--- src/rtl/updown_range_counter.sv ---
// Up/down counter with programmable step, inclusive [limit_lo, limit_hi] range,
// wrap or saturate at the bounds, a latched compare reference and tc/wrap pulses.
module updown_range_counter #(
    parameter int N      = 32,
    parameter int STEP_W = 8
) (
    input  logic              clock,
    input  logic              reset,
    input  logic              enable,
    input  logic              dec,
    input  logic              load,
    input  logic [N-1:0]      load_value,
    input  logic [STEP_W-1:0] step,
    input  logic [N-1:0]      limit_lo,
    input  logic [N-1:0]      limit_hi,
    input  logic              sat_mode,
    input  logic              ref_we,
    input  logic [N-1:0]      ref_value,
    output logic [N-1:0]      counterN,
    output logic              threshold,
    output logic              tc,
    output logic              wrapped
);

    localparam logic [N:0]   ONE_N1 = {{N{1'b0}}, 1'b1};
    localparam logic [N+1:0] ONE_N2 = {{(N+1){1'b0}}, 1'b1};

    logic [N-1:0] ref_reg;
    logic [N-1:0] cnt_next;
    logic         tc_next;
    logic         wrapped_next;

    logic [N:0]   step_ext;
    logic [N:0]   sum_up;
    logic [N:0]   lo_plus_step;
    logic [N:0]   gap_dn;
    logic [N+1:0] wrap_up;
    logic [N+1:0] wrap_dn;
    logic         range_ok;

    // Wide intermediates keep every carry/borrow visible so the bound checks are exact.
    always_comb begin
        step_ext     = {{(N+1-STEP_W){1'b0}}, step};
        sum_up       = {1'b0, counterN} + step_ext;
        lo_plus_step = {1'b0, limit_lo} + step_ext;
        wrap_up      = {2'b00, limit_lo} + ({1'b0, sum_up} - {2'b00, limit_hi} - ONE_N2);
        gap_dn       = lo_plus_step - {1'b0, counterN} - ONE_N1;
        wrap_dn      = {2'b00, limit_hi} - {1'b0, gap_dn};
        range_ok     = (limit_lo <= limit_hi);
    end

    always_comb begin
        cnt_next     = counterN;
        tc_next      = 1'b0;
        wrapped_next = 1'b0;
        if (!range_ok) begin
            cnt_next = counterN;
        end else if (step == '0) begin
            tc_next = dec ? (counterN == limit_lo) : (counterN == limit_hi);
        end else if (!dec) begin
            if (sum_up <= {1'b0, limit_hi}) begin
                cnt_next = sum_up[N-1:0];
                tc_next  = (sum_up[N-1:0] == limit_hi);
            end else if (sat_mode) begin
                cnt_next = limit_hi;
                tc_next  = 1'b1;
            end else begin
                cnt_next     = (wrap_up > {2'b00, limit_hi}) ? limit_lo : wrap_up[N-1:0];
                tc_next      = 1'b1;
                wrapped_next = 1'b1;
            end
        end else begin
            if ({1'b0, counterN} >= lo_plus_step) begin
                cnt_next = counterN - step_ext[N-1:0];
                tc_next  = (cnt_next == limit_lo);
            end else if (sat_mode) begin
                cnt_next = limit_lo;
                tc_next  = 1'b1;
            end else begin
                // Top bit set means the wrap distance exceeded limit_hi (borrow).
                if (wrap_dn[N+1] || (wrap_dn < {2'b00, limit_lo}))
                    cnt_next = limit_hi;
                else
                    cnt_next = wrap_dn[N-1:0];
                tc_next      = 1'b1;
                wrapped_next = 1'b1;
            end
        end
    end

    always_ff @(posedge clock) begin
        if (reset) begin
            counterN <= '0;
            ref_reg  <= '0;
            tc       <= 1'b0;
            wrapped  <= 1'b0;
        end else begin
            if (ref_we)
                ref_reg <= ref_value;
            if (load) begin
                counterN <= load_value;
                tc       <= 1'b0;
                wrapped  <= 1'b0;
            end else if (enable) begin
                counterN <= cnt_next;
                tc       <= tc_next;
                wrapped  <= wrapped_next;
            end else begin
                tc       <= 1'b0;
                wrapped  <= 1'b0;
            end
        end
    end

    assign threshold = (counterN > ref_reg);

endmodule

--- config.mk ---
export PLATFORM = sky130hd
export DESIGN_NAME = updown_range_counter
export DESIGN_NICKNAME = d
export VERILOG_FILES = /design/src/rtl/updown_range_counter.sv
export SDC_FILE = /design/constraint.sdc
export NUM_CORES = 1
export LEC_CHECK = 0
export CAP_MARGIN = 15
export CORE_MARGIN = 2
export CORE_UTILIZATION = 50
export CTS_CLUSTER_SIZE = 14
export DETAILED_ROUTE_END_ITERATION = 7
export PLACE_DENSITY = 0.71
export RECOVER_POWER = 50
export SLEW_MARGIN = 20
export SYNTH_ARGS = -nofsm -noshare
export SYNTH_HDL_FRONTEND = slang
export SYNTH_SLANG_ARGS = --single-unit
--- constraint.sdc ---
create_clock -name clock -period 10.65 [get_ports clock]
set_input_delay 1.065 -clock clock [delete_from_list [all_inputs] [get_ports clock]]
set_output_delay 1.065 -clock clock [all_outputs]
set_load 0.01 [all_outputs]
Word-level counts from Yosys, hierarchy flattened --
Cells that the tools add are included.
Word-level totals: register bits 66, bits of input ports 143, output and inout port bits 35, word-level logic and storage cells 53
Cells by class: $add $sub $neg 9, order comparisons 6, equality and inequality tests 5, mux-type cells 20, bitwise logic cells 2, reduce and logical (&&, ||, !) cells 7
Operators by type and width (number):
- two-way mux 32 bit | 11
- == test 32 bit | 4
- adder 32 x 8 -> 33 bit | 2
- adder 32 x 34 -> 34 bit | 1
- greater-than comparator 34 x 32 -> 1 bit | 1
- < comparator 34 x 32 -> 1 bit | 1
- subtractor 32 x 33 -> 34 bit | 1
- subtractor 33 x 32 -> 34 bit | 1
- subtractor 34 x 1 -> 34 bit, second input constant | 1
- greater-or-equal comparator 32 x 33 -> 1 bit | 1
- less-or-equal comparator 33 x 32 -> 1 bit | 1
- subtractor 33 x 1 -> 33 bit, second input constant | 1
- subtractor 33 x 32 -> 33 bit | 1
- greater-than comparator 32 bit | 1
- less-or-equal comparator 32 bit | 1
- subtractor 32 x 8 -> 32 bit | 1
- two-way mux 1 bit | 9
- zero test 8 bit | 1
- OR reduction 5 bit | 1
- nonzero test 2 bit | 2
- OR reduction 4 bit | 1
- AND reduction 3 bit | 1
- != test 2 bit, second input constant | 1
- NOT 1 bit | 2
- logical OR 1 bit | 1

Logic depth before layout (Yosys ltp) --
Gate-level depths: netlist of the first run.
depth in word-level cells 14, depth in mapped cells 43, depth with buffers taken out 41

Worst setup path after synthesis of the first run --
Ideal clock, no wire load.
path kind input-to-reg, start point input port step[0], end point register counterN[18], setup time 0.128 ns, arrival time 8.690 ns, required time 10.522 ns, slack 1.832 ns, stages 40, buffers on the path 1, path through ha_1 fa_1 a211oi_1 nor2_1 nor2_1 nor2_1 nor2_1 o21bai_1 a21oi_1 nor3_1 xnor2_1 ha_1 a21o_1 a21oi_1 o21bai_1 a2111oi_0 nor2_1 a221oi_1 (+4 left out) xor2_1 ha_1 a21oi_1 nor2b_1 or4_1 o221ai_1 xnor2_1 ha_1 a211oi_1 o21ai_0 a211o_1 nor4_1 a221oi_1 o211ai_2 buf_2 mux2_2 a221oi_1 a21oi_1
On the way: word-level cells in the longest chain between the ends 14, elaborated cells on any way between the ends 28, those cells by class add/sub: 9; order compare: 4; eq/ne: 1; mux: 11; reduce/logical: 3
Ends and longest elaborated chain:
- from (decl) | line 13 | input logic [STEP_W-1:0] step,
- adder 32 x 8 -> 33 bit | line 45 | lo_plus_step = {1'b0, limit_lo} + step_ext;
- subtractor 33 x 32 -> 33 bit | line 47 | gap_dn = lo_plus_step - {1'b0, counterN} - ONE_N1;
- subtractor 33 x 1 -> 33 bit | line 47
- subtractor 32 x 33 -> 34 bit | line 48 | wrap_dn = {2'b00, limit_hi} - {1'b0, gap_dn};
- < comparator 34 x 32 -> 1 bit | line 81 | if (wrap_dn[N+1] || (wrap_dn < {2'b00, limit_lo}))
- logical OR 1 bit | line 81
- two-way mux 32 bit | line 81
- two-way mux 32 bit | line 76 | end else if (sat_mode) begin
- two-way mux 32 bit | line 73 | if ({1'b0, counterN} >= lo_plus_step) begin
- two-way mux 32 bit | line 60 | end else if (!dec) begin
- two-way mux 32 bit | line 58 | end else if (step == '0) begin
- two-way mux 32 bit | line 56 | if (!range_ok) begin
- two-way mux 32 bit | line 104 | end else if (enable) begin
- two-way mux 32 bit | line 100 | if (load) begin
- to (signal assigned) | line 101 | counterN <= load_value;
- to (signal assigned) | line 105 | counterN <= cnt_next;
- to (decl) | line 19 | output logic [N-1:0] counterN,
Parallel ways exist; a longest one is shown, timed or not. The select of a mux whose other input is x is not followed. A chain may end at the register's enable or synchronous reset.

Worst setup path after layout of the first run --
start point input port limit_lo[1], end point register counterN[30]
On the way: word-level cells in the longest chain between the ends 14, elaborated cells on any way between the ends 23, those cells by class add/sub: 5; order compare: 4; mux: 11; reduce/logical: 3
Ends and longest elaborated chain:
- from (decl) | line 14 | input logic [N-1:0] limit_lo,
- adder 32 x 8 -> 33 bit | line 45
- subtractor 33 x 32 -> 33 bit | line 47
- subtractor 33 x 1 -> 33 bit | line 47
- subtractor 32 x 33 -> 34 bit | line 48
- < comparator 34 x 32 -> 1 bit | line 81
- logical OR 1 bit | line 81
- two-way mux 32 bit | line 81
- two-way mux 32 bit | line 76
- two-way mux 32 bit | line 73
- two-way mux 32 bit | line 60
- two-way mux 32 bit | line 58
- two-way mux 32 bit | line 56
- two-way mux 32 bit | line 104
- two-way mux 32 bit | line 100
Parallel ways exist; a longest one is shown, timed or not. The select of a mux whose other input is x is not followed.

==> results of run 1 <==
[worst register-to-register path: cells and delay by family (launching register included)]
family | cells | cell delay, ns
xor gates and xnor gates | 2 | 0.70
adders and majority gates | 4 | 1.62
and+or+nand+nor | 12 | 2.12
AOI/OAI and AO/OA | 11 | 3.40
DFF | 1 | 0.61
buffers and inverters | 2 | 0.40
[cell usage after synthesis, types with 9 or more instances]
cell type  number  area share [%]
ha_1          311              22
inv_1         205             4.3
xnor2_1       200             9.7
a21oi_1       188             5.2
nand2_1       154             3.2
nor2_1        149             3.1
o21ai_0       111             3.1
clkbuf_1       82             1.7
mux2i_1        71             3.9
a21o_1         67             2.8
dfxtp_1        66             7.3
nor3_1         64             1.8
nand3_1        54             1.5
nand4_1        50             1.7
a31oi_1        42             1.5
xor2_1         39             1.9
fa_1           38             4.2
a211oi_1       36             1.5
and3_1         32             1.1
nor2b_1        31             1.1
mux2_2         30             1.9
o221ai_1       30             1.5
nand2b_1       27            0.93
o211ai_1       24             1.0
o21bai_1       24             1.0
a221oi_1       22             1.1
nor4_1         18            0.62
o21a_1         17            0.71
a221o_1        15            0.83
a211o_1        14            0.68
a222oi_1       12            0.66
buf_2          12            0.33
and4_1         11            0.53
a2111oi_0      10            0.48
a22oi_1        10            0.42
and2_1         10            0.35
or2_2           9            0.31
or3_1           9            0.31
[power by group through the flow]
stage | registers [W] | clock network (W) | logic (W)
floorplan | 0.000302 | 0 | 0.00187
global placement | 0.000327 | 0 | 0.00269
detailed placement | 0.000327 | 0 | 0.00273
CTS | 0.000322 | 0.000296 | 0.00275
global route | 0.000327 | 0.000305 | 0.00305
finish | 0.000325 | 0.000295 | 0.00283
[worst paths after layout]
path                            cells after the start                     start                   endpoint
worst max-delay path                               40               limit_lo[1]  counterN[30]$_SDFFE_PP0P_
worst min-delay path                                2  ref_reg[26]$_SDFFE_PP0P_   ref_reg[26]$_SDFFE_PP0P_
worst min register to register                      2  ref_reg[26]$_SDFFE_PP0P_   ref_reg[26]$_SDFFE_PP0P_
worst max register to register                     31  counterN[2]$_SDFFE_PP0P_  counterN[22]$_SDFFE_PP0P_
[cells in the final DEF (no fill, tap or decap), drive strengths merged, types with 38 or more instances in the layout]
master and n:
nor2 150, a21oi 188, o21ai 114, nand4 50, nor3 67, a21o 67
fa 38, ha 311, mux2i 71, xor2 39, xnor2 200, buf 68
clkdlybuf4s50 157, a31oi 42, nand3 54, dfxtp 66, nand2 154, inv 205
[what timing repair did]
item                                    4_1_cts  5_1_grt
endpoints found under the setup margin        0       32
buffers inserted                              0        2
hold buffers                                  0        0
gates resized for setup                       0        6
[logic make-up (layout without fill, tap and decap cells)]
| family | after synthesis | count (layout) | synth area share [%] |
|---|---|---|---|
| mux | 101 | 101 | 5.80 |
| simple gates | 639 | 639 | 17.7 |
| compound gates | 682 | 682 | 25.2 |
| xor+xnor | 239 | 239 | 11.6 |
| buf+inv | 310 | 471 | 6.61 |
| flops | 66 | 66 | 7.31 |
| fa+ha+maj | 349 | 349 | 25.7 |
[layer usage]
metal / global-route usage, % / part of all wire (%) / vias to the layer above
met5: 0 / 0 / -
met3: 8.09 / 11 / 185
met1: 56.0 / 43 / 9403
met4: 16.2 / 4.8 / 0
li1: - / - / 9054
met2: 60.9 / 42 / 1152
[cell type report]
| type | instances | share of cell area [%] |
|---|---|---|
| multi-input cells | 2010 | 74.9 |
| clock inverters | 3 | 0.0720 |
| repair buffers | 246 | 11.0 |
| inverters | 210 | 3.78 |
| well taps | 461 | 2.77 |
| flip-flops and latches | 66 | 6.34 |
| clock buffers | 12 | 1.23 |
[metrics by stage]
stage	hold slack [ns]	cell area, sq um	power (W)	util (%)
after floorplan	0.460	18100	0.00217	-
after global placement	0.476	20600	0.00302	57.8
after detailed placement	0.484	20600	0.00306	57.8
after CTS	0.500	20800	0.00337	58.6
after global routing	0.522	20800	0.00368	58.6
final	0.496	20800	0.00345	58.6
==> flow_summary.json, run 1 <==
{
  "status": "finished clean",
  "avgSynthCellArea_sq_um": 7.57,
  "max_slew.worst_pin.slew_ns": 1.46,
  "numClockSinks": 66,
  "antenna_found_initial": 1,
  "cts_tree": "done",
  "crit_path_frequent_cell": "a21oi_1",
  "tns_ns": 0,
  "r2r_setup_slack_ns": 1.66,
  "dieHeight_um": 194,
  "power_switching_w": 0.00189,
  "portBuffers": 177,
  "fin_skew_ns": 0.00454,
  "syn2layout_area_growth_pct": 15.4,
  "swShare_pct": 54.9,
  "num_rows": 69,
  "pin_count": 178,
  "critical_path.startpoint_type": "input port",
  "grt.overflow.total": 0,
  "p_per_area_nw_per_um2": 166,
  "grt_pass1_vias": 19000,
  "drv_cap": 0,
  "synth_warnings": 0,
  "vias": 19800,
  "ys_seq_area_share_pct": 7.31,
  "cts_buffers": 9,
  "cp_num_buf_inv": 3,
  "critPathKind": "in -> reg",
  "fillers": 3344,
  "synth-seq-cells": 66,
  "grt_max_degree": 40,
  "hold_violations": 0,
  "fin_crit_ns": 9.95,
  "firstDrtPassIters": 6,
  "wl_um": 78100,
  "pwr-share-seq_pct": 9.4,
  "avgRoutedWirePerCell_um": 26.0,
  "clkPwrFrac_pct": 8.6,
  "cp_slowest_stage_delay_ns": 0.62,
  "n_antenna_cell": 0,
  "synth_edf_count": 0,
  "finalCritPeriodShare_pct": 93.4,
  "p_comb_share_pct": 82.0,
  "via_per_inst": 6.58,
  "clk-insertion-delay-late_ns": 0.37,
  "grt_pass1_wl_um": 116000,
  "setup_viol": 0,
  "htreeDepth": 3,
  "slew_viol_final": 0,
  "cts_buffer_depth": 2,
  "hpwlAfterDp_um": 65800,
  "drc": 0,
  "slowest_stage": "clkdlybuf4s50_1",
  "critical_path.top_delay_family": "compound AO/OA/AOI/OAI gates",
  "netlist_instances": 2386,
  "ir_drop_v": 0.000137,
  "final_layout_size_suffix_gt1_share_pct": 5.54,
  "async_flop_share_pct": 0,
  "fin_cells": 3008,
  "crit_path_end_kind": "register",
  "seq_area_sq_um": 1320,
  "cts.clk_slew.worst_paths_ns": 0.06,
  "initial_core_util_pct": 50.8,
  "die_area_sq_um": 37700,
  "rsz0062_at_grt": "no",
  "coreArea_sq_um": 35600,
  "cp.arrival_ns": 10.19,
  "cp_data_required_time_ns": 10.89,
  "synth_cell_type_count": 76,
  "detailedRoute.firstIterationViolations": 2239,
  "synth_ff_type": "dfxtp_1",
  "syn_area_sq_um": 18100,
  "pre_cts_slack_ns": 0.116,
  "fin_nets": 3035,
  "dp.cells": 2991,
  "die_width_um": 194,
  "gp_congestion": 1.07,
  "ant_nets": 0,
  "internal-power_w": 0.00156,
  "setup_ws_ns": 0.703,
  "relSlewSlack_pct": 2.64,
  "synth_nets": 2878,
  "worst_hold_path_type": "reg -> reg",
  "cts_root_buf": "clkbuf_16",
  "gr-usage-all-layers_pct": 40.3,
  "multi_input_area_sq_um": 15600,
  "worstPathMaxFanout": 6,
  "clock.fmax_mhz": 101,
  "p_leak_nw": 9.24
}
Power figures use the tool's default switching activity.
==> run 2, diff against run 1 <==
--- a/config.mk
+++ b/config.mk
@@ -6,11 +6,13 @@
 export NUM_CORES = 1
 export LEC_CHECK = 0
 export CAP_MARGIN = 15
+export CORE_ASPECT_RATIO = 1.5
 export CORE_MARGIN = 2
-export CORE_UTILIZATION = 50
+export CORE_UTILIZATION = 56
 export CTS_CLUSTER_SIZE = 14
 export DETAILED_ROUTE_END_ITERATION = 7
-export PLACE_DENSITY = 0.71
+export GPL_TIMING_DRIVEN = 0
+export PLACE_DENSITY = 0.79
 export RECOVER_POWER = 50
 export SLEW_MARGIN = 20
 export SYNTH_ARGS = -nofsm -noshare
==> run 2 against run 1 <==
Against the previous run: the flow now finishes with violations (design-rule violations); non-clock buffer count is 31 higher; cell count shrank 0.23%; combinational power up 4%; power grew 3.1%; sequential power hardly changed; clock skew rose by 0.0072 ns; sequential share of layout area about the same; global-route usage grew 11 points; clock-buffer cell count decreased by 3; maximum frequency fell by 5.4%; largest cell class unchanged.
==> flow_summary.json, run 2 (same netlist as run 1, synthesis figures left out) <==
{
  "status": "finished with violations",
  "violations": "design-rule violations",
  "p_leak_nw": 9.13,
  "cts_tree": "done",
  "drc": 23,
  "grt_pass1_vias": 20800,
  "detailedRoute.firstIterationViolations": 2279,
  "r2r-end": "counterN[6]$_SDFFE_PP0P_",
  "avgRoutedWirePerCell_um": 29.2,
  "critical_path.startpoint_type": "input port",
  "num_rows": 80,
  "firstDrtPassIters": 8,
  "cts.clk_slew.worst_paths_ns": 0.06,
  "r2r_setup_slack_ns": 1.20,
  "cp_slowest_stage_delay_ns": 0.66,
  "drv_cap": 0,
  "worst_hold_path_type": "reg -> reg",
  "critPathKind": "in -> reg",
  "htreeDepth": 3,
  "grt_pass1_wl_um": 127000,
  "via_per_inst": 7.01,
  "tns_ns": 0,
  "finalCritPeriodShare_pct": 98.7,
  "min_path_cells": 2,
  "relSlewSlack_pct": 15.1,
  "crit_path_end_kind": "register",
  "max_slew.worst_pin.slew_ns": 1.26,
  "setup_viol": 0,
  "r2r_start": "counterN[4]$_SDFFE_PP0P_",
  "final_common_cell": "ha_1",
  "numClockSinks": 66,
  "fin_crit_ns": 10.51,
  "most-common-layout-cells": "ha_1, inv_1, xnor2_1",
  "cp_data_required_time_ns": 10.89,
  "gp_congestion": 1.09,
  "cts_buffers": 9,
  "fin_nets": 3066,
  "coreArea_sq_um": 31800,
  "portBuffers": 174,
  "cts_buffer_depth": 2,
  "ant_nets": 0,
  "cp.arrival_ns": 10.75,
  "holdWs_ns": 0.498,
  "gr-usage-all-layers_pct": 51.5,
  "slowest_stage": "dlygate4sd2_1",
  "fin_skew_ns": 0.0117,
  "die_width_um": 151,
  "syn2layout_area_growth_pct": 15.4,
  "holdBufCountCts": 0,
  "pin_count": 178,
  "cts_root_buf": "clkbuf_16",
  "clk-insertion-delay-late_ns": 0.36,
  "grt.overflow.total": 0,
  "final_layout_size_suffix_gt1_share_pct": 4.65,
  "wl_um": 87600,
  "dieHeight_um": 224,
  "hpwlAfterDp_um": 70800,
  "finalCoreUtilization_pct": 65.5,
  "hold_violations": 0,
  "cp_num_buf_inv": 4,
  "die_area_sq_um": 33700,
  "critical_path.top_delay_family": "compound AO/OA/AOI/OAI gates",
  "grt_max_degree": 13,
  "worst-r2r-cell-count": 34,
  "critPathLaunch": "limit_lo[1]",
  "setup_ws_ns": 0.137,
  "pre_cts_slack_ns": -1.52,
  "p_per_area_nw_per_um2": 171,
  "initial_core_util_pct": 56.8,
  "holdPathEnd": "ref_reg[5]$_SDFFE_PP0P_",
  "clock.fmax_mhz": 95.1,
  "crit_path_frequent_cell": "a21oi_1",
  "vias": 21000,
  "antenna_found_initial": 11,
  "slew_viol_final": 0,
  "worstPathMaxFanout": 10,
  "worstHoldStart": "ref_reg[5]$_SDFFE_PP0P_",
  "ir_drop_v": 0.000105
}
[run 2: worst max-delay path by stage]
stage,end,slack [ns],depth (start not counted)
final,counterN[30]$_SDFFE_PP0P_,0.14,41
after global placement,counterN[1]$_SDFFE_PP0P_,-1.30,37
after CTS,counterN[18]$_SDFFE_PP0P_,0.02,42
after floorplan,counterN[18]$_SDFFE_PP0P_,1.83,40
after global routing,counterN[2]$_SDFFE_PP0P_,-0.11,40
after detailed placement,counterN[1]$_SDFFE_PP0P_,-1.52,37
[run 2: final cells by class]
class | instances | area [sq um]
Antenna cell | 12 | 30.0
Timing Repair Buffer | 179 | 1780
Clock buffer | 9 | 225
Sequential cell | 66 | 1320
Multi-Input combinational cell | 2010 | 15700
Tap cell | 410 | 513
Clock inverter | 7 | 46.3
Inverter | 210 | 788
Fill cell | 2845 | 11000
Buffer | 98 | 412
[run 2: repair_timing]
item	4_1_cts	5_1_grt
buffers inserted	2	3
setup endpoints to repair	32	32
resized for setup	13	38
pin swaps	1	5
[run 2: stage by stage]
step / cell area (sq um) / std cells / total power (W)
floorplan: 18100 / 2386 / 0.00217
global placement: 20300 / 2970 / 0.00295
detailed placement: 20300 / 2970 / 0.00303
CTS: 20600 / 2987 / 0.00335
global route: 20800 / 2995 / 0.00375
finish: 20900 / 3001 / 0.00356
[run 2: per-layer routing]
layer,track usage (%),vias up,share of wire (%)
li1,-,9143,-
met1,52.1,9577,32
met4,54.4,4,14
met2,79.2,1599,43
met5,2.88,-,0.13
met3,16.8,700,11
[run 2: worst register-to-register path: cells and delay by family, from the launching register on]
family / cells / cell delay, ns
DFF: 1 / 0.83
and+or+nand+nor: 13 / 2.73
AOI/OAI and AO/OA: 11 / 2.47
adders and majority gates: 4 / 1.58
buffers and inverters: 4 / 1.15
xor gates and xnor gates: 2 / 0.56
[run 2: power by group]
part	internal [W]	switching [W]	leakage, nW
Combinational	0.00112	0.00182	8.46
Sequential	0.000268	0.0000607	0.546
Clock	0.000157	0.000137	0.127
Total	0.00154	0.00202	9.13
